==> config.mk <==
export PLATFORM = sky130hd
export DESIGN_NAME = fruit_spawner
export DESIGN_NICKNAME = d
export VERILOG_FILES = /design/src/rtl/pacman_spawn_pkg.sv /design/src/rtl/fruit_lifetime_timer.sv /design/src/rtl/fruit_spawner.sv
export SDC_FILE = /design/constraint.sdc
export NUM_CORES = 1
export LEC_CHECK = 0
export CORE_MARGIN = 2
export CORE_UTILIZATION = 36
export DETAILED_ROUTE_END_ITERATION = 12
export MAX_ROUTING_LAYER = met4
export PLACE_DENSITY = 0.69
export SLEW_MARGIN = 20
export SYNTH_ARGS = -nofsm -noshare
export SYNTH_HDL_FRONTEND = slang
export SYNTH_SLANG_ARGS = --single-unit
==> constraint.sdc <==
create_clock -name Clk -period 2.15 [get_ports Clk]
set_input_delay 0.5375 -clock Clk [delete_from_list [all_inputs] [get_ports Clk]]
set_output_delay 0.5375 -clock Clk [all_outputs]
set_load 0.01 [all_outputs]
==> src/rtl/pacman_spawn_pkg.sv <==
// Shared types and constants for bonus-fruit spawning: FSM states, coordinate
// and tile widths, and the pixel-to-tile snap used by spawner and collision logic.
package pacman_spawn_pkg;

    typedef enum logic [1:0] {
        IDLE   = 2'd0,
        SAMPLE = 2'd1,
        CHECK  = 2'd2,
        ACTIVE = 2'd3
    } spawn_state_e;

    localparam int COORD_MSB      = 9;
    localparam int TILE_SHIFT_DEF = 4;
    localparam int COORD_W        = COORD_MSB + 1;
    localparam int TILE_W         = COORD_W - TILE_SHIFT_DEF;
    localparam int LIFE_W         = 10;

    // Callers truncate the result to their own tile width.
    function automatic logic [31:0] tile_of(input logic [31:0] coord, input int unsigned shift);
        return coord >> shift;
    endfunction

endpackage

==> src/rtl/fruit_lifetime_timer.sv <==
// Loadable frame-counted down-counter; done flags the tick that takes it from 1 to 0.
module fruit_lifetime_timer
    import pacman_spawn_pkg::*;
#(
    parameter int W = LIFE_W
) (
    input  logic         Clk,
    input  logic         Reset,
    input  logic         load,
    input  logic [W-1:0] load_value,
    input  logic         clear,
    input  logic         enable,
    input  logic         tick,
    output logic         done
);

    logic [W-1:0] count_r;

    // Remaining-frames counter: clear beats load, load beats decrement.
    always_ff @(posedge Clk or negedge Reset) begin
        if (!Reset) begin
            count_r <= {W{1'b0}};
        end else if (clear) begin
            count_r <= {W{1'b0}};
        end else if (load) begin
            count_r <= load_value;
        end else if (enable && tick && (count_r != {W{1'b0}})) begin
            count_r <= count_r - W'(1);
        end else begin
            count_r <= count_r;
        end
    end

    // Combinational so the owner can register its expiry pulse on the same edge.
    assign done = enable && tick && (count_r == W'(1));

endmodule

==> src/rtl/fruit_spawner.sv <==
// Turns random pixel coordinates into a legal on-maze fruit position, retrying on
// walls or Pac-Man's tile, then holds the fruit for a frame-counted lifetime.
module fruit_spawner
    import pacman_spawn_pkg::*;
#(
    parameter int N          = COORD_MSB,
    parameter int TILE_SHIFT = TILE_SHIFT_DEF,
    parameter int MAX_TRIES  = 8,
    parameter int LIFETIME   = 600
) (
    input  logic                    Clk,
    input  logic                    Reset,
    input  logic                    frame_tick,
    input  logic                    spawn_req,
    input  logic [N:0]              X_rand,
    input  logic [N:0]              Y_rand,
    input  logic [N:0]              pac_x,
    input  logic [N:0]              pac_y,
    output logic                    wall_rd,
    output logic [N-TILE_SHIFT:0]   wall_tx,
    output logic [N-TILE_SHIFT:0]   wall_ty,
    input  logic                    wall_hit,
    input  logic                    eaten,
    output logic                    fruit_active,
    output logic [N:0]              fruit_x,
    output logic [N:0]              fruit_y,
    output logic                    spawn_fail,
    output logic                    expired
);

    localparam int CW    = N + 1;
    localparam int TW    = N + 1 - TILE_SHIFT;
    localparam int TRY_W = (MAX_TRIES > 1) ? $clog2(MAX_TRIES) : 1;
    localparam logic [CW-1:0]    CENTRE_OFF = CW'(2 ** (TILE_SHIFT - 1));
    localparam logic [TRY_W-1:0] LAST_TRY   = TRY_W'(MAX_TRIES - 1);

    spawn_state_e      state_r, state_n;
    logic [TW-1:0]     ctx_r, cty_r, ctx_n, cty_n;
    logic [TRY_W-1:0]  try_r, try_n;
    logic              wall_rd_r, fruit_active_r, spawn_fail_r, expired_r;
    logic [CW-1:0]     fruit_x_r, fruit_y_r;
    logic [TW-1:0]     rand_tx_s, rand_ty_s, pac_tx_s, pac_ty_s;
    logic              reject_s, accept_s, fail_s, drop_s, expire_s, timer_done_s;

    assign rand_tx_s = TW'(tile_of(32'(X_rand), TILE_SHIFT));
    assign rand_ty_s = TW'(tile_of(32'(Y_rand), TILE_SHIFT));
    assign pac_tx_s  = TW'(tile_of(32'(pac_x), TILE_SHIFT));
    assign pac_ty_s  = TW'(tile_of(32'(pac_y), TILE_SHIFT));
    assign reject_s  = wall_hit || ((ctx_r == pac_tx_s) && (cty_r == pac_ty_s));

    // Next-state and per-cycle event decode.
    always_comb begin
        state_n  = state_r;
        ctx_n    = ctx_r;
        cty_n    = cty_r;
        try_n    = try_r;
        accept_s = 1'b0;
        fail_s   = 1'b0;
        drop_s   = 1'b0;
        expire_s = 1'b0;
        case (state_r)
            IDLE: begin
                if (spawn_req) begin
                    ctx_n   = rand_tx_s;
                    cty_n   = rand_ty_s;
                    try_n   = {TRY_W{1'b0}};
                    state_n = SAMPLE;
                end else begin
                    state_n = IDLE;
                end
            end
            SAMPLE: begin
                state_n = CHECK;
            end
            CHECK: begin
                if (!reject_s) begin
                    accept_s = 1'b1;
                    state_n  = ACTIVE;
                end else if (try_r == LAST_TRY) begin
                    fail_s  = 1'b1;
                    state_n = IDLE;
                end else begin
                    ctx_n   = rand_tx_s;
                    cty_n   = rand_ty_s;
                    try_n   = try_r + TRY_W'(1);
                    state_n = SAMPLE;
                end
            end
            ACTIVE: begin
                if (eaten) begin
                    drop_s  = 1'b1;
                    state_n = IDLE;
                end else if (timer_done_s) begin
                    expire_s = 1'b1;
                    state_n  = IDLE;
                end else begin
                    state_n = ACTIVE;
                end
            end
            default: begin
                state_n = IDLE;
            end
        endcase
    end

    // State, candidate tile and try count.
    always_ff @(posedge Clk or negedge Reset) begin
        if (!Reset) begin
            state_r <= IDLE;
            ctx_r   <= {TW{1'b0}};
            cty_r   <= {TW{1'b0}};
            try_r   <= {TRY_W{1'b0}};
        end else begin
            state_r <= state_n;
            ctx_r   <= ctx_n;
            cty_r   <= cty_n;
            try_r   <= try_n;
        end
    end

    // Registered outputs; the ROM strobe is high exactly while in SAMPLE.
    always_ff @(posedge Clk or negedge Reset) begin
        if (!Reset) begin
            wall_rd_r      <= 1'b0;
            spawn_fail_r   <= 1'b0;
            expired_r      <= 1'b0;
            fruit_active_r <= 1'b0;
            fruit_x_r      <= {CW{1'b0}};
            fruit_y_r      <= {CW{1'b0}};
        end else begin
            wall_rd_r    <= (state_n == SAMPLE);
            spawn_fail_r <= fail_s;
            expired_r    <= expire_s;
            if (accept_s) begin
                fruit_active_r <= 1'b1;
                fruit_x_r      <= {ctx_r, {TILE_SHIFT{1'b0}}} + CENTRE_OFF;
                fruit_y_r      <= {cty_r, {TILE_SHIFT{1'b0}}} + CENTRE_OFF;
            end else if (drop_s || expire_s) begin
                fruit_active_r <= 1'b0;
            end else begin
                fruit_active_r <= fruit_active_r;
            end
        end
    end

    fruit_lifetime_timer #(.W(LIFE_W)) u_timer (
        .Clk        (Clk),
        .Reset      (Reset),
        .load       (accept_s),
        .load_value (LIFE_W'(LIFETIME)),
        .clear      (drop_s),
        .enable     ((state_r == ACTIVE) && !eaten),
        .tick       (frame_tick),
        .done       (timer_done_s)
    );

    assign wall_rd      = wall_rd_r;
    assign wall_tx      = ctx_r;
    assign wall_ty      = cty_r;
    assign fruit_active = fruit_active_r;
    assign fruit_x      = fruit_x_r;
    assign fruit_y      = fruit_y_r;
    assign spawn_fail   = spawn_fail_r;
    assign expired      = expired_r;

endmodule

==> results of run 1 <==
-- Yosys cell counts, types with 2 or more instances --
library cell | instances | area [µm²]
dfrtp_1 | 44 | 1100
mux2_2 | 18 | 203
nor2_1 | 15 | 56.3
xor2_1 | 13 | 114
nand2_1 | 11 | 41.3
mux2_4 | 9 | 135
inv_1 | 8 | 30.0
buf_4 | 7 | 52.6
ha_1 | 5 | 62.6
nor4_1 | 5 | 31.3
o21ai_0 | 5 | 25.0
nor3_1 | 4 | 20.0
xnor2_1 | 4 | 35.0
nand3_1 | 3 | 15.0
or3_1 | 3 | 18.8
a21oi_1 | 2 | 10.0
clkbuf_1 | 2 | 7.51
o311ai_0 | 2 | 17.5
or2b_2 | 2 | 17.5
or4_4 | 2 | 22.5
-- what timing repair did --
item                       CTS  global route
setup endpoints to repair   33            35
setup buffers                3             1
resized for setup           25            14
cloned                       1             0
pin swaps                    6             4
-- flip-flops by register name (all words and copies together), names as in the netlist --
signal           count
u_timer.count_r     10
fruit_x              7
fruit_y              6
wall_tx              6
wall_ty              6
try_r                3
state_r              2
expired              1
fruit_active         1
spawn_fail           1
wall_rd              1
-- logic make-up after synthesis --
logic type,after synthesis,share of synthesized area
AO/OA/AOI/OAI,15,0.0479
XOR/XNOR,17,0.0687
flip-flops,44,0.508
buffers and inverters,20,0.0583
AND/OR/NAND/NOR,51,0.131
multiplexers,27,0.156
other,1,0.00173
adder cells (fa/ha/maj),5,0.0289
-- worst max-delay path: stages --
cell and delay, ps:
dlygate4sd2_1 240, xor2_1 170, nor4_1 340, a31o_2 240
or2_4 130, o2111a_2 270, buf_8 160, mux2_4 300
-- cells in the final DEF (no fill, tap or decap), types with 4 or more instances in the layout --
cell type,instances
buf_4,29
clkbuf_8,6
clkdlybuf4s50_1,46
conb_1,6
dfrtp_1,44
dlygate4sd2_1,11
ha_1,5
inv_1,8
mux2_2,12
mux2_4,15
nand2_1,9
nor2_1,14
o21ai_0,5
xnor2_1,4
xor2_1,13
-- layout make-up --
cell class	instances	area, µm²	area share
Clock buffer	6	82.6	0.0258
Sequential cell	44	1100	0.344
Clock inverter	2	10.0	0.00313
Tap cell	75	93.8	0.0293
Timing Repair Buffer	91	838	0.262
Multi-Input combinational cell	121	1050	0.327
Inverter	8	30.0	0.00938
-- worst max-delay path by stage --
| stage | to | slack (ps) | start | depth (start not counted) |
|---|---|---|---|---|
| after CTS | wall_tx[1] | -100 | u_timer.count_r[3] | 7 |
| after global placement | wall_ty[1] | -500 | pac_x[5] | 8 |
| after floorplan | try_r[2] | -20 | u_timer.count_r[7] | 7 |
| after detailed placement | wall_ty[3] | -550 | pac_y[8] | 8 |
| after global routing | wall_tx[4] | -110 | pac_x[5] | 8 |
| final | wall_tx[4] | -70 | pac_y[5] | 8 |
-- layer usage --
layer / routed length (µm) / GRT usage
met1: 2170 / 0.203
met2: 2620 / 0.264
met3: 120 / 0.0231
met4: 121 / 0.0717
met5: 0 / -
-- stage by stage --
step | power, mW | cells
floorplan | 2.68 | 185
global placement | 3.71 | 336
detailed placement | 3.77 | 336
CTS | 4.52 | 348
global route | 4.80 | 347
finish | 4.48 | 347
-- power breakdown --
part,internal [mW],leakage (nW),switching (mW)
clock network,0.256,0.0510,0.262
registers,1.19,0.537,0.265
logic,1.47,0.896,1.03
==> flow_summary.ini, run 1 <==
[sta]
finalWorstSetupSlack_ps = -71.0
worst_pin_slew_ps = 737
setup_violations = 15
max_freq_mhz = 450
rsz0062_at_grt = true
finalClockSkew_ps = 8.73
slew-limit-headroom = 0.509
min_period_ps = 2220
finalHoldViolCount = 0
fin_crit_sh = 1.03
hold_slack_ps = 307
slew_violations = 0
fin_tns_setup_ps = -925

[layout]
fin_util = 0.544
nNetsFinal = 322
final_area_mm2 = 0.00320
fillers = 515
areaGrowthSynthToFinish_pct = 47.7
drive_gt1_frac = 0.320
antenna_cells = 0

[clocking]
cts.path.max_buffers = 2
cts-root-buf = clkbuf_8
h-tree-depth = 2
cts_sinks = 44
cts_tree = done
ctsHoldBuffers = 0
path_clk_slew_ps = 80
numCtsBuffers = 5
clk-insertion-delay-late_ps = 290

[global_route]
grt_pass1_vias = 1668
grt_usage = 0.163
antenna_found_initial = 0
grt_pass1_wl_um = 8020
grt_max_degree = 34
overflow = 0

[critical_path]
end_kind = flip-flop
r2r_slack_ps = -50
worst_r2r_endpoint = wall_tx[4]
cp.arrival_ps = 2400
critPathRequiredTime_ps = 2330
reg2reg_depth = 6
worstReg2RegStart = u_timer.count_r[3]
cp-start-kind = input port
crit_fanout = 8
path_class = input port to flip-flop

[floorplan]
core_mm2 = 0.00589
die_x_um = 81.6
ios = 82
initial_core_util = 0.368
rows = 28
dieArea_mm2 = 0.00666
die_y_um = 81.6

[power_and_ir_drop]
p_leak_nw = 1.48
powerDensity_mw_per_mm2 = 1400
peakVddDrop_mv = 0.645

[detailed_routing]
firstDrtPassIters = 4
routedWlPerCell_um = 14.5
ant_nets = 0
drcViolationCount = 0
viasPerCell = 4.66
drt-total-wl_um = 5030
num_vias = 1618
drt_iter0_markers = 36

[place]
placed_area_mm2 = 0.00301
gp_congestion = 0.816
dp_hpwl_um = 3730
dp_slack_ps = -547
portBuffers = 59

[yosys]
ys_seq_area_frac = 0.508
syn_area_mm2 = 0.00217
yosysWarnings = 0
synthFlopType = dfrtp_1
synth-async-reset-ratio = 1.00
syn_inst = 180
synth_seq_cells = 44
synth_edf_count = 0
avgSynthCellArea_um2 = 12.0
yosysUniqueCellTypes = 36

[min_path]
worstHoldPathType = input port to asynchronous set/reset pin

[run_status]
status = complete, but fails checks
violations = negative setup slack

[flow_run]
maxCapViolCount = 0
Note: power is estimated with default switching activity, not from simulation.
==> inputs of run 2 (changes only) <==
--- a/config.mk
+++ b/config.mk
@@ -5,6 +5,7 @@
 export SDC_FILE = /design/constraint.sdc
 export NUM_CORES = 1
 export LEC_CHECK = 0
+export CAP_MARGIN = 10
 export CORE_MARGIN = 2
 export CORE_UTILIZATION = 36
 export DETAILED_ROUTE_END_ITERATION = 12
==> results of run 2 <==
Final layout, timing and power as in run 1 (identical DEF).
